### src/rtl/uart_rx.sv
`default_nettype none
// +--------------------------------------------------------------------+
// | Module  : uart_rx                                                  |
// | Brief   : UART receiver, 8N1 by default, sampling at mid-bit.       |
// |           Define UART_RX_PARITY_EN for 8E1 with an even-parity check.|
// | Revision: 1.0                                                      |
// +--------------------------------------------------------------------+
module uart_rx #(
  parameter int CLKS_PER_BIT = 10417
) (
  input  logic       clk_in,
  input  logic       rst,
  input  logic       rx_in,
  output logic [7:0] rx_data,
  output logic       rx_valid,
  output logic       frame_err,
  output logic       parity_err,
  output logic       busy
);

  localparam int CNT_W = $clog2(CLKS_PER_BIT);
  localparam int HALF  = CLKS_PER_BIT / 2;
  localparam logic [CNT_W-1:0] HALF_M1 = CNT_W'(HALF - 1);
  localparam logic [CNT_W-1:0] FULL_M1 = CNT_W'(CLKS_PER_BIT - 1);

  localparam int STATE_W = 3;
  localparam logic [STATE_W-1:0] S_IDLE   = 3'd0;
  localparam logic [STATE_W-1:0] S_START  = 3'd1;
  localparam logic [STATE_W-1:0] S_DATA   = 3'd2;
  localparam logic [STATE_W-1:0] S_STOP   = 3'd4;
`ifdef UART_RX_PARITY_EN
  localparam logic [STATE_W-1:0] S_PARITY = 3'd3;
  localparam logic [STATE_W-1:0] S_AFTER_DATA = S_PARITY;
`else
  localparam logic [STATE_W-1:0] S_AFTER_DATA = S_STOP;
`endif

  logic [STATE_W-1:0] state;
  logic [STATE_W-1:0] next_state;
  logic [CNT_W-1:0]   cnt;
  logic [2:0]         bit_idx;
  logic [7:0]         shift;
  logic               sync1;
  logic               sync2;
  logic               rx_prev;
  logic               rx_s;
  logic               tick;
`ifdef UART_RX_PARITY_EN
  logic               parity_bit;
`endif

  assign rx_s = sync2;

  // State register
  always_ff @(posedge clk_in) begin
    if (rst) begin
      state <= S_IDLE;
    end else begin
      state <= next_state;
    end
  end

  // Next-state logic
  always_comb begin
    next_state = state;
    case (state)
      S_IDLE: begin
        if (rx_prev && !rx_s) begin
          next_state = S_START;
        end
      end
      S_START: begin
        if (tick) begin
          next_state = rx_s ? S_IDLE : S_DATA;
        end
      end
      S_DATA: begin
        if (tick && (bit_idx == 3'd7)) begin
          next_state = S_AFTER_DATA;
        end
      end
`ifdef UART_RX_PARITY_EN
      S_PARITY: begin
        if (tick) begin
          next_state = S_STOP;
        end
      end
`endif
      S_STOP: begin
        if (tick) begin
          next_state = S_IDLE;
        end
      end
      default: next_state = S_IDLE;
    endcase
  end

  // START waits half a bit so every later sample lands mid-bit
  always_comb begin
    busy = (state != S_IDLE);
    tick = (state == S_START) ? (cnt == HALF_M1) : (cnt == FULL_M1);
  end

  // Synchronizer, timing counter, shift register and registered outputs
  always_ff @(posedge clk_in) begin
    if (rst) begin
      sync1      <= 1'b1;
      sync2      <= 1'b1;
      rx_prev    <= 1'b1;
      cnt        <= '0;
      bit_idx    <= 3'd0;
      shift      <= 8'h00;
      rx_data    <= 8'h00;
      rx_valid   <= 1'b0;
      frame_err  <= 1'b0;
      parity_err <= 1'b0;
`ifdef UART_RX_PARITY_EN
      parity_bit <= 1'b0;
`endif
    end else begin
      sync1      <= rx_in;
      sync2      <= sync1;
      rx_prev    <= sync2;
      rx_valid   <= 1'b0;
      frame_err  <= 1'b0;
      parity_err <= 1'b0;

      if ((state == S_IDLE) || tick) begin
        cnt <= '0;
      end else begin
        cnt <= cnt + 1'b1;
      end

      if (state == S_IDLE) begin
        bit_idx <= 3'd0;
      end else if ((state == S_DATA) && tick) begin
        shift   <= {rx_s, shift[7:1]};
        bit_idx <= bit_idx + 3'd1;
      end

`ifdef UART_RX_PARITY_EN
      if ((state == S_PARITY) && tick) begin
        parity_bit <= rx_s;
      end
`endif

      if ((state == S_STOP) && tick) begin
        rx_data   <= shift;
        rx_valid  <= 1'b1;
        frame_err <= ~rx_s;
`ifdef UART_RX_PARITY_EN
        parity_err <= ^{shift, parity_bit};
`endif
      end
    end
  end

endmodule
`default_nettype wire

### config.mk
export PLATFORM = sky130hd
export DESIGN_NAME = uart_rx
export DESIGN_NICKNAME = d
export VERILOG_FILES = /design/src/rtl/uart_rx.sv
export SDC_FILE = /design/constraint.sdc
export NUM_CORES = 1
export LEC_CHECK = 0
export ABC_AREA = 1
export BUFFER_PORTS_ARGS = -buffer_cell sky130_fd_sc_hd__buf_2
export CAP_MARGIN = 10
export CORE_MARGIN = 4
export CORE_UTILIZATION = 50
export CTS_BUF_LIST = sky130_fd_sc_hd__clkbuf_4 sky130_fd_sc_hd__clkbuf_8
export DETAILED_ROUTE_END_ITERATION = 8
export GPL_ROUTABILITY_DRIVEN = 0
export PLACE_DENSITY_LB_ADDON = 0.2
export SLEW_MARGIN = 25
export SYNTH_ARGS = -nofsm -noshare
export SYNTH_HDL_FRONTEND = slang
export SYNTH_SLANG_ARGS = --single-unit
### constraint.sdc
create_clock -name clk_in -period 1.9 [get_ports clk_in]
set_clock_uncertainty 0.05 [all_clocks]
set_input_delay 0 -clock clk_in [delete_from_list [all_inputs] [get_ports clk_in]]
set_output_delay 0 -clock clk_in [all_outputs]
set_load 0.005 [all_outputs]
==> results of run 1 <==
[registers in the layout, summed over array words and instances (netlist names)]
register / cells
rx_prev: 1
bit_idx: 3
cnt: 14
shift: 8
sync1: 1
rx_s: 1
state: 3
frame_err: 1
rx_data: 8
rx_valid: 1
[Yosys cell counts]
library cell               instances
sky130_fd_sc_hd__inv_1            33
sky130_fd_sc_hd__nand3_4           1
sky130_fd_sc_hd__buf_2             2
sky130_fd_sc_hd__o21ai_0          19
sky130_fd_sc_hd__buf_1             1
sky130_fd_sc_hd__a21oi_2           1
sky130_fd_sc_hd__and3_1            1
sky130_fd_sc_hd__nand3_2           3
sky130_fd_sc_hd__o21ai_2           1
sky130_fd_sc_hd__xnor2_1           2
sky130_fd_sc_hd__buf_4             2
sky130_fd_sc_hd__nand4_1           3
sky130_fd_sc_hd__nand3_1           5
sky130_fd_sc_hd__nand2_1          30
sky130_fd_sc_hd__nor3b_1           1
sky130_fd_sc_hd__nand2_2           3
sky130_fd_sc_hd__nor4_1            1
sky130_fd_sc_hd__buf_6             1
sky130_fd_sc_hd__nor2_1           28
sky130_fd_sc_hd__nor3_4            1
sky130_fd_sc_hd__conb_1            1
sky130_fd_sc_hd__a21oi_1          24
sky130_fd_sc_hd__ha_1              3
sky130_fd_sc_hd__or2_2             4
sky130_fd_sc_hd__dfxtp_1          41
sky130_fd_sc_hd__clkbuf_4          1
sky130_fd_sc_hd__nor2_8            1
sky130_fd_sc_hd__nor3_1            6
sky130_fd_sc_hd__nor2_2            1
sky130_fd_sc_hd__xor2_1            4
[layout make-up]
cell class	count	area, um^2	share of cell area
Clock buffer	6	51.3	0.0261
Multi-Input combinational cell	144	772	0.393
Inverter	33	124	0.0630
Tap cell	46	57.6	0.0293
Timing Repair Buffer	17	103	0.0522
Sequential cell	41	821	0.418
Clock inverter	2	37.5	0.0191
[kinds of logic (layout without fill, tap and decap cells)]
group | count (synthesis) | count (layout) | synth area share
simple gates | 89 | 89 | 0.252
other cells | 1 | 1 | 0.00213
xor+xnor | 6 | 6 | 0.0298
buf+inv | 40 | 58 | 0.0972
compound gates | 45 | 45 | 0.132
flops | 41 | 41 | 0.465
fa+ha+maj | 3 | 3 | 0.0213
[worst max-delay path, stage by stage, from the launching register on]
cell	delay (ns)
sky130_fd_sc_hd__dfxtp_1	0.38
sky130_fd_sc_hd__inv_1	0.10
sky130_fd_sc_hd__nor3_4	0.18
sky130_fd_sc_hd__inv_1	0.09
sky130_fd_sc_hd__nand2_2	0.11
sky130_fd_sc_hd__nand3_4	0.12
sky130_fd_sc_hd__nand2_1	0.39
sky130_fd_sc_hd__nor3_1	0.11
[path summary, 6_finish.rpt]
kind                    to  cells past startpoint     start  slack, ns
setup reg to reg   cnt[13]                      7  state[0]       0.23
hold / removal    rx_valid                      3       rst       0.35
hold reg to reg       rx_s                      1     sync1       0.37
setup / recovery   cnt[13]                      7  state[0]       0.23
[report_power, final]
group	internal, mW	switching (mW)	leakage, nW
Sequential	0.886	0.0287	0.331
Clock	0.313	0.284	0.0445
Combinational	0.0941	0.194	0.419
Total	1.29	0.507	0.795
[through the flow]
stage          setup WS, ns  hold slack [ns]  instances  power (mW)
2_1_floorplan         0.451           0.0224        225        1.17
3_3_place_gp          0.268            0.135        278        1.22
3_5_place_dp          0.217            0.136        278        1.22
4_1_cts               0.213            0.331        289        1.81
5_1_grt              0.0407            0.370        289        1.92
6_report              0.229            0.348        289        1.80
[repair_timing]
item	CTS	global route
hold buffers	3	0
resized for setup	0	0
endpoints found under the hold margin	6	0
setup buffers	0	0
[layer usage]
metal | wire, um | GRT usage | vias to the layer above
li1 | - | - | 746
met1 | 1440 | 0.198 | 624
met2 | 1290 | 0.225 | 23
met3 | 141 | 0.0582 | 7
met4 | 60 | 0.0684 | 0
met5 | 0 | 0 | -
==> run summary, run 1 <==
============================================================================
Area of the mapped netlist                                         1760 um^2
First-pass iteration count of the detailed router                          4
Antenna-violating nets left                                                0
Die span in x                                                        67.4 um
Port bufs                                                                 13
Yosys top cell by area                                          sky130_fd_sc_hd__dfxtp_1
Synth warn                                                                 0
Final hold vios                                                            0
Required time worst endpoint                                         2.07 ns
Number of max-slew violations in the final report                          0
Number of global-route vias before repair                               1248
Number of library cell types mapped by synthesis                          30
Clock tree from TritonCTS                                               done
NumNets Final                                                            248
Number of remaining DRC errors                                             0
Grt total ovfl                                                             0
Floorplan die area                                                 4540 um^2
Max H-tree Level                                                           2
Peak supply drop                                                    0.619 mV
Pin count of the biggest net entering global routing                      21
Core Region                                                        3360 um^2
Routed wirelength normalized by instance count                       10.2 um
Ratio of routed vias to standard cells                                  4.84
Layout cells sized above 1                                             0.156
Top library cells by usage in the layout, fill and taps aside   sky130_fd_sc_hd__dfxtp_1 (41), sky130_fd_sc_hd__inv_1 (33), sky130_fd_sc_hd__nand2_1 (30)
Area of all placed cells without fillers                           1970 um^2
Total track usage                                                      0.153
Class of the tightest hold or removal check                     input pin to flip-flop
Detailed placer's ending HPWL                                        2070 um
Critical-path maximum fanout                                              14
Type of origin of the critical path                                flip-flop
Leakage power summed over all cells                                 0.795 nW
Clock period minus worst slack                                       1.67 ns
Placement Rows                                                            21
Number of endpoints failing setup at the final stage                       0
Effective utilization at floorplan                                     0.525
Final wirelength                                                     2940 um
Outcome                                                            completed
Maximum clock rate                                                   599 MHz
Setup Crit Path Kind                                            flip-flop to flip-flop
Antenna diode instance count                                               0
Antenna violations before repair                                           0
Number of fill cells                                                     353
CTS sink cnt                                                              41
Period utilization                                                     0.879
P&R area growth vs syn                                                 11.4%
Layout Utilization                                                     0.584
Clock Root Buffer                                               sky130_fd_sc_hd__clkbuf_4
Power per cell area                                              916 nW/um^2
Routed vias                                                             1400
Setup TNS Final                                                         0 ns
Count of state elements after synthesis                                   41
Commonest non-fill, non-tap cell in the layout                  sky130_fd_sc_hd__dfxtp_1
Sequential fraction of the synthesis area                              0.465
Clock insertion delay at the later pin of the skew report            0.35 ns
Post-Syn Nets                                                            231
Number of primary I/O pins                                                15
Post-DP Area                                                       1850 um^2
RSZ-0062 raised after global routing                                      no
Reg clk slew, reported paths                                         0.12 ns
Critical Path Sink Type                                            flip-flop
Post-Synthesis Cells                                                     225
Global-route wire length before repair                               5300 um
Avg Inst Size Synth                                                7.84 um^2
Critical Path AT                                                     1.84 ns
Clock buffer depth                                                         2
Post-synth top area share                                              0.465
Die Ht                                                               67.4 um
Total clock buffers created by CTS                                         5
Leading cell types by total area after synthesis                sky130_fd_sc_hd__dfxtp_1 (47%), sky130_fd_sc_hd__inv_1 (7.0%), sky130_fd_sc_hd__a21oi_1 (6.8%), sky130_fd_sc_hd__nand2_1 (6.4%), sky130_fd_sc_hd__nor2_1 (6.0%)
Max Cap Viol                                                               0
Detailed Route Iter0 Violations                                           52
============================================================================
(Power assumes the default switching activity.)
==> run 2: changes to the inputs <==
--- a/config.mk
+++ b/config.mk
@@ -5,7 +5,6 @@
 export SDC_FILE = /design/constraint.sdc
 export NUM_CORES = 1
 export LEC_CHECK = 0
-export ABC_AREA = 1
 export BUFFER_PORTS_ARGS = -buffer_cell sky130_fd_sc_hd__buf_2
 export CAP_MARGIN = 10
 export CORE_MARGIN = 4
@@ -13,6 +12,7 @@
 export CTS_BUF_LIST = sky130_fd_sc_hd__clkbuf_4 sky130_fd_sc_hd__clkbuf_8
 export DETAILED_ROUTE_END_ITERATION = 8
 export GPL_ROUTABILITY_DRIVEN = 0
+export GPL_TIMING_DRIVEN = 0
 export PLACE_DENSITY_LB_ADDON = 0.2
 export SLEW_MARGIN = 25
 export SYNTH_ARGS = -nofsm -noshare
==> run summary, run 2 <==
=========================================================================================
Layout cells sized above 1                                                          0.213   +0.0562
Antenna diode instance count                                                            0   unchanged
Floorplan die area                                                              4650 um^2   +2.4%
Flip-flop count of the largest register, all copies and words added                    14   unchanged
Reg power frac                                                                      0.628   +0.120
Max H-tree Level                                                                        2   unchanged
Peak supply drop                                                                 0.482 mV   -22%
Max Cap Viol                                                                            0   unchanged
Setup TNS Final                                                                      0 ns   unchanged
Number of library cell types mapped by synthesis                                       38   +27%
NumNets Final                                                                         212   -15%
Clock share of power                                                                0.338   +0.006
Post-Syn Nets                                                                         190   -18%
Cell count after placement                                                            243   -13%
Internal Power                                                                    1.07 mW   -17%
Number of endpoints failing setup at the final stage                                    0   unchanged
Detailed placer's ending HPWL                                                     2440 um   +17%
Post-Synthesis Cells                                                                  184   -18%
Commonest non-fill, non-tap cell in the layout                               sky130_fd_sc_hd__dfxtp_1
Routed wirelength normalized by instance count                                    13.3 um   +31%
Area of all placed cells without fillers                                        2050 um^2   +4.2%
Antenna-violating nets left                                                             0   unchanged
Power share of the combinational group                                              0.034   -0.126
Critical Path Sink Type                                                         flip-flop
Class of the tightest hold or removal check                                  input pin to flip-flop
Critical Path AT                                                                  2.04 ns   +0.20 ns
Total clock buffers created by CTS                                                      5   unchanged
Proportion of register bits with asynchronous set or reset after synthesis              0   unchanged
Share of total power consumed by net switching                                      0.229   -0.0530
Longest individual stage delay on the worst path                                  0.54 ns   +0.15 ns
Global-route wire length before repair                                            5820 um   +9.8%
Core Region                                                                     3420 um^2   +1.6%
Leakage power summed over all cells                                              0.812 nW   +2.2%
Outcome                                                                         completed
Setup Crit Path Kind                                                         flip-flop to flip-flop
Count of flip-flops with a built-in enable after synthesis                              0   unchanged
Synth warn                                                                              0   unchanged
Clock buffer depth                                                                      2   unchanged
Standard cell with the maximum stage delay on the critical path              sky130_fd_sc_hd__or4_1
Port bufs                                                                              13   unchanged
Non-Filler Instances                                                                  253   -12%
Clock tree from TritonCTS                                                            done
Die Ht                                                                            68.2 um   +1.2%
Required time worst endpoint                                                      2.14 ns   +0.07 ns
Leading cell types by total area after synthesis                             sky130_fd_sc_hd__dfxtp_1 (45%), sky130_fd_sc_hd__mux2i_1 (8.3%), sky130_fd_sc_hd__nand2b_1 (5.5%), sky130_fd_sc_hd__xnor2_1 (4.8%), sky130_fd_sc_hd__nor2_1 (3.9%)
Top library cells by usage in the layout, fill and taps aside                sky130_fd_sc_hd__dfxtp_1 (38), sky130_fd_sc_hd__nor2_1 (19), sky130_fd_sc_hd__nand2b_1 (16)
Clock Root Buffer                                                            sky130_fd_sc_hd__clkbuf_4
Critical path's top delay family                                             simple AND/OR/NAND/NOR gates
Number of primary I/O pins                                                             15   unchanged
First-pass iteration count of the detailed router                                       5   +1
Number of remaining DRC errors                                                          0   unchanged
Clock period minus worst slack                                                    1.81 ns   +0.135 ns
Yosys top cell by area                                                       sky130_fd_sc_hd__dfxtp_1
Sequential fraction of the synthesis area                                           0.453   -0.0122
Period utilization                                                                  0.951   +0.0713
Worst Hold Slack                                                                0.0286 ns   -0.320 ns
Clock insertion delay at the later pin of the skew report                         0.36 ns   about the same
Total track usage                                                                   0.169   +0.0161
Multi-input gate area                                                            952 um^2   +23%
Routed vias                                                                          1346   -3.9%
Final wirelength                                                                  3370 um   +15%
Register containing the most flip-flops in the final layout                           cnt
Count of state elements after synthesis                                                41   unchanged
Sequential cell area                                                             825 um^2   +0.46%
Psw                                                                                316 uW   -38%
Area of the mapped netlist                                                      1810 um^2   +2.7%
Ordered cell list for the critical path                                      buf_6 -> nand4_4 -> o41a_1 -> or4_1 -> a21oi_1
CTS sink cnt                                                                           41   unchanged
Antenna violations before repair                                                        0   unchanged
Die span in x                                                                     68.2 um   +1.2%
Maximum clock rate                                                                554 MHz   -7.5%
Post-DP Area                                                                    1930 um^2   +4.7%
Biggest registers after layout                                               cnt: 14 flops, rx_data: 8 flops, shift: 8 flops
Ranking of synthesized cells by instance count                               sky130_fd_sc_hd__dfxtp_1 (41), sky130_fd_sc_hd__nor2_1 (19), sky130_fd_sc_hd__nand2b_1 (16)
Pin count of the biggest net entering global routing                                   14   -33%
Avg Inst Size Synth                                                             9.85 um^2   +26%
RSZ-0062 raised after global routing                                                  yes
Detailed Route Iter0 Violations                                                        81   +56%
Placement Rows                                                                         21   unchanged
Post-synth top area share                                                           0.453   -0.0122
Ratio of routed vias to standard cells                                               5.32   +9.8%
Buffer and inverter count on the worst path                                             1   -1
Grt total ovfl                                                                          0   unchanged
Final hold vios                                                                         0   unchanged
Number of max-slew violations in the final report                                       0   unchanged
Number of fill cells                                                                  307   -13%
Reg clk slew, reported paths                                                      0.12 ns   about the same
P&R area growth vs syn                                                              13.1%
Effective utilization at floorplan                                                  0.530   +0.00585
Post-route total power                                                            1.38 mW   -23%
Post-synth top flop                                                          sky130_fd_sc_hd__dfxtp_1
Type of origin of the critical path                                             flip-flop
Critical-path maximum fanout                                                            7   -7
Power per cell area                                                           675 nW/um^2   -26%
Number of global-route vias before repair                                            1266   +1.4%
Leading cell type by number of instances after synthesis                     sky130_fd_sc_hd__dfxtp_1
=========================================================================================
## run 2: cell count changes in the layout (fill, tap and decap cells not counted), moves of 8 or more
cell	change
sky130_fd_sc_hd__nand2b_1	+16
sky130_fd_sc_hd__nand2_1	-25
sky130_fd_sc_hd__inv_1	-29
sky130_fd_sc_hd__o21ai_0	-12
sky130_fd_sc_hd__a21oi_1	-17
sky130_fd_sc_hd__mux2i_1	+15
sky130_fd_sc_hd__xnor2_1	+8
sky130_fd_sc_hd__nor2_1	-9
## run 2: path summary, 6_finish.rpt
check,start,depth (start not counted),to,slack [ns]
worst max-delay path,cnt[2],5,state[1],0.09
worst min-delay path,rst,3,shift[4],0.03
worst max register to register,cnt[2],5,state[1],0.09
worst min register to register,sync1,1,rx_s,0.39
## run 2: cells by family (layout without fill, tap and decap cells)
family | after synthesis | count (layout) | synth area share
multiplexers | 15 | 15 | 0.0829
AND/OR/NAND/NOR | 80 | 80 | 0.265
flip-flops | 41 | 41 | 0.453
buffers and inverters | 12 | 35 | 0.0325
XOR/XNOR | 12 | 12 | 0.0580
other | 1 | 1 | 0.00207
AO/OA/AOI/OAI | 20 | 20 | 0.0856
adder cells (fa/ha/maj) | 3 | 3 | 0.0207
## run 2: power by group through the flow
stage	clock network, mW	registers (mW)	logic (mW)
after floorplan	0	0.886	0.0314
after global placement	0	0.887	0.0421
after detailed placement	0	0.888	0.0429
after CTS	0.477	0.869	0.0450
after global routing	0.513	0.870	0.0534
final	0.467	0.869	0.0475
## run 2: cell type report
class,instances,share of cell area
plain buffers,7,0.0214
clock buffers,6,0.0250
clock inverters,2,0.00672
inverters,4,0.00733
multi-input cells,131,0.465
flip-flops and latches,41,0.403
well taps,46,0.0281
repair buffers,16,0.0440
## run 2: worst reg2reg max path, stage by stage (launching register included)
cell,delay (ns)
sky130_fd_sc_hd__dfxtp_1,0.35
sky130_fd_sc_hd__buf_6,0.14
sky130_fd_sc_hd__nand4_4,0.15
sky130_fd_sc_hd__o41a_1,0.39
sky130_fd_sc_hd__or4_1,0.54
sky130_fd_sc_hd__a21oi_1,0.13
## run 2: layer usage
layer	global-route usage	vias to the layer above	wire (um)
met5	0	-	0
met4	0.0670	0	44
met3	0.0558	5	146
met2	0.250	22	1560
met1	0.225	632	1630
li1	-	687	-
## run 2: repair_timing
| action | 4_1_cts | 5_1_grt |
|---|---|---|
| resized for setup | 6 | 2 |
| endpoints found under the hold margin | 1 | 0 |
| hold buffers | 1 | 0 |
| endpoints found under the setup margin | 19 | 28 |
| pin swaps | 1 | 3 |
| buffers inserted | 0 | 2 |
## run 2: metrics by stage
step                      setup WS, ns  utilization
after global routing           -0.0198        0.600
after detailed placement        -0.112        0.566
after floorplan                  0.162            -
after global placement          -0.109        0.566
after CTS                       0.0124        0.592
final                           0.0939        0.600
==> run 3: changes to the inputs <==
--- a/config.mk
+++ b/config.mk
@@ -5,13 +5,14 @@
 export SDC_FILE = /design/constraint.sdc
 export NUM_CORES = 1
 export LEC_CHECK = 0
+export ABC_AREA = 1
 export BUFFER_PORTS_ARGS = -buffer_cell sky130_fd_sc_hd__buf_2
 export CAP_MARGIN = 10
 export CORE_MARGIN = 4
 export CORE_UTILIZATION = 50
 export CTS_BUF_LIST = sky130_fd_sc_hd__clkbuf_4 sky130_fd_sc_hd__clkbuf_8
 export DETAILED_ROUTE_END_ITERATION = 8
-export GPL_ROUTABILITY_DRIVEN = 0
+export GPL_ROUTABILITY_DRIVEN = 1
 export GPL_TIMING_DRIVEN = 0
 export PLACE_DENSITY_LB_ADDON = 0.2
 export SLEW_MARGIN = 25
==> run summary, run 3 (same netlist as run 1, synthesis figures left out) <==
==================================================================================
Placement Rows                                                                  21   unchanged
Detailed placer's ending HPWL                                              2240 um   -8.3%
CTS sink cnt                                                                    41   unchanged
Antenna violations before repair                                                 0   unchanged
NumNets Final                                                                  254   +20%
Antenna-violating nets left                                                      0   unchanged
Post-route total power                                                     1.82 mW   +32%
Reg clk slew, reported paths                                               0.12 ns   about the same
Effective utilization at floorplan                                           0.525   -0.00585
Ratio of routed vias to standard cells                                        4.87   -8.4%
Layout Utilization                                                           0.596   -0.00328
Maximum clock rate                                                         617 MHz   +11%
Number of global-route vias before repair                                     1287   +1.7%
Antenna diode instance count                                                     0   unchanged
Peak supply drop                                                          0.545 mV   +13%
Flip-flop count of the largest register, all copies and words added             14   unchanged
Critical Path AT                                                           1.86 ns   -0.18 ns
Source of the worst register-to-register timing path                        cnt[0]
Multi-input gate area                                                     772 um^2   -19%
Cell count after placement                                                     284   +17%
Longest individual stage delay on the worst path                           0.43 ns   -0.11 ns
Die span in x                                                              67.4 um   -1.2%
Ordered cell list for the critical path                               ha_1 -> nand2_1 -> nor2_1 -> inv_1 -> nor2_2 -> nand3_2 -> nor2_1 -> a21oi_1 -> nor3_1
Pin count of the biggest net entering global routing                            13   -1
Layout cells sized above 1                                                   0.173   -0.0399
Global-route wire length before repair                                     5620 um   -3.4%
Hold Startpoint                                                                rst
Sequential cell area                                                      821 um^2   -0.46%
Total track usage                                                            0.166   -0.00235
Critical Path Sink Type                                                  flip-flop
Grt total ovfl                                                                   0   unchanged
Number of post-CTS setup repair buffers                                          0   unchanged
Number of remaining DRC errors                                                   0   unchanged
Total clock buffers created by CTS                                               5   unchanged
Core Region                                                              3360 um^2   -1.5%
Max H-tree Level                                                                 2   unchanged
Routed vias                                                                   1438   +6.8%
Beginning of the critical path                                              cnt[0]
Detailed Route Iter0 Violations                                                101   +25%
Floorplan die area                                                       4540 um^2   -2.3%
Area of all placed cells without fillers                                 2010 um^2   -2.1%
RSZ-0062 raised after global routing                                            no
Standard cell with the maximum stage delay on the critical path       sky130_fd_sc_hd__dfxtp_1
Commonest non-fill, non-tap cell in the layout                        sky130_fd_sc_hd__dfxtp_1
Clock buffer depth                                                               2   unchanged
Top library cells by usage in the layout, fill and taps aside         sky130_fd_sc_hd__dfxtp_1 (41), sky130_fd_sc_hd__inv_1 (33), sky130_fd_sc_hd__nand2_1 (30)
Post-DP Area                                                             1890 um^2   -2.5%
Class of the tightest hold or removal check                           input pin to flip-flop
Power per cell area                                                    907 nW/um^2   +34%
Leakage power summed over all cells                                       0.821 nW   +1.1%
Clock period minus worst slack                                             1.62 ns   -0.186 ns
Clock insertion delay at the later pin of the skew report                  0.35 ns   about the same
Routed wirelength normalized by instance count                             10.5 um   -21%
Critical path's top delay family                                      simple AND/OR/NAND/NOR gates
Port bufs                                                                       13   unchanged
Biggest registers after layout                                        cnt: 14 flops, rx_data: 8 flops, shift: 8 flops
Final hold vios                                                                  0   unchanged
Most Frequent Cell on Critical Path                                   sky130_fd_sc_hd__nor2_1
First-pass iteration count of the detailed router                                4   -1
Critical-path maximum fanout                                                     5   -2
Final wirelength                                                           3100 um   -8.2%
Placer Congestion                                                            0.820
Outcome                                                                  completed
Buffer and inverter count on the worst path                                      1   unchanged
Non-Filler Instances                                                           295   +17%
Number of max-slew violations in the final report                                0   unchanged
Setup Crit Path Kind                                                  flip-flop to flip-flop
Clock tree from TritonCTS                                                     done
Number of primary I/O pins                                                      15   unchanged
Register containing the most flip-flops in the final layout                    cnt
Setup TNS Final                                                               0 ns   unchanged
CTS resizes                                                                      0   -6
Required time worst endpoint                                               2.14 ns   about the same
Clock Root Buffer                                                     sky130_fd_sc_hd__clkbuf_4
Period utilization                                                           0.853   -0.0978
Type of origin of the critical path                                      flip-flop
Number of fill cells                                                           352   +15%
Max Cap Viol                                                                     0   unchanged
Die Ht                                                                     67.4 um   -1.2%
Number of endpoints failing setup at the final stage                             0   unchanged
P&R area growth vs syn                                                       13.7%
==================================================================================
## run 3: changes by cell type in the layout (fill, tap and decap cells not counted), sizes merged, moves of 3 or more
| cell | change |
|---|---|
| nor3b | -4 |
| nand4 | -3 |
| nor2 | +11 |
| a21oi | +18 |
| inv | +29 |
| mux2i | -15 |
| nand2b | -16 |
| o21ai | +13 |
| nand2 | +28 |
| xnor2 | -8 |
## run 3: tightest hold or removal path, stage by stage
cell                            delay, ns
sky130_fd_sc_hd__dlygate4sd3_1       0.52
sky130_fd_sc_hd__buf_2               0.14
sky130_fd_sc_hd__nor2_1              0.05
## run 3: layout make-up
class | count | share of cell area
plain buffers | 7 | 0.0237
repair buffers | 16 | 0.0474
clock inverters | 1 | 0.0150
multi-input cells | 144 | 0.385
flip-flops and latches | 41 | 0.409
well taps | 46 | 0.0287
clock buffers | 7 | 0.0293
inverters | 33 | 0.0618
## run 3: power by group
| part | switching (mW) | internal, mW |
|---|---|---|
| sequential | 0.0279 | 0.886 |
| clock | 0.274 | 0.329 |
| combinational | 0.198 | 0.105 |
| total | 0.500 | 1.32 |
## run 3: final timing paths
check	cells after the start	to	slack, ns
worst max-delay path	9	cnt[12]	0.28
worst min-delay path	3	rx_valid	0.35
worst max register to register	9	cnt[12]	0.28
worst min register to register	1	rx_s	0.38
## run 3: repair_timing
| item | 4_1_cts | 5_1_grt |
|---|---|---|
| hold buffers | 3 | 0 |
| setup endpoints to repair | 0 | 0 |
| hold endpoints to repair | 6 | 0 |
## run 3: per-layer routing
metal	up-vias	routed length [um]	track usage
met5	-	0	0
met4	0	53	0.106
met3	7	108	0.0399
met2	19	1390	0.255
met1	654	1550	0.208
li1	758	-	-
## run 3: per-stage QoR
step | worst slack (ns) | hold WS [ns]
finish | 0.280 | 0.351
global route | 0.125 | 0.360
CTS | 0.267 | 0.326
detailed placement | 0.273 | 0.139
global placement | 0.298 | 0.134
floorplan | 0.451 | 0.0224
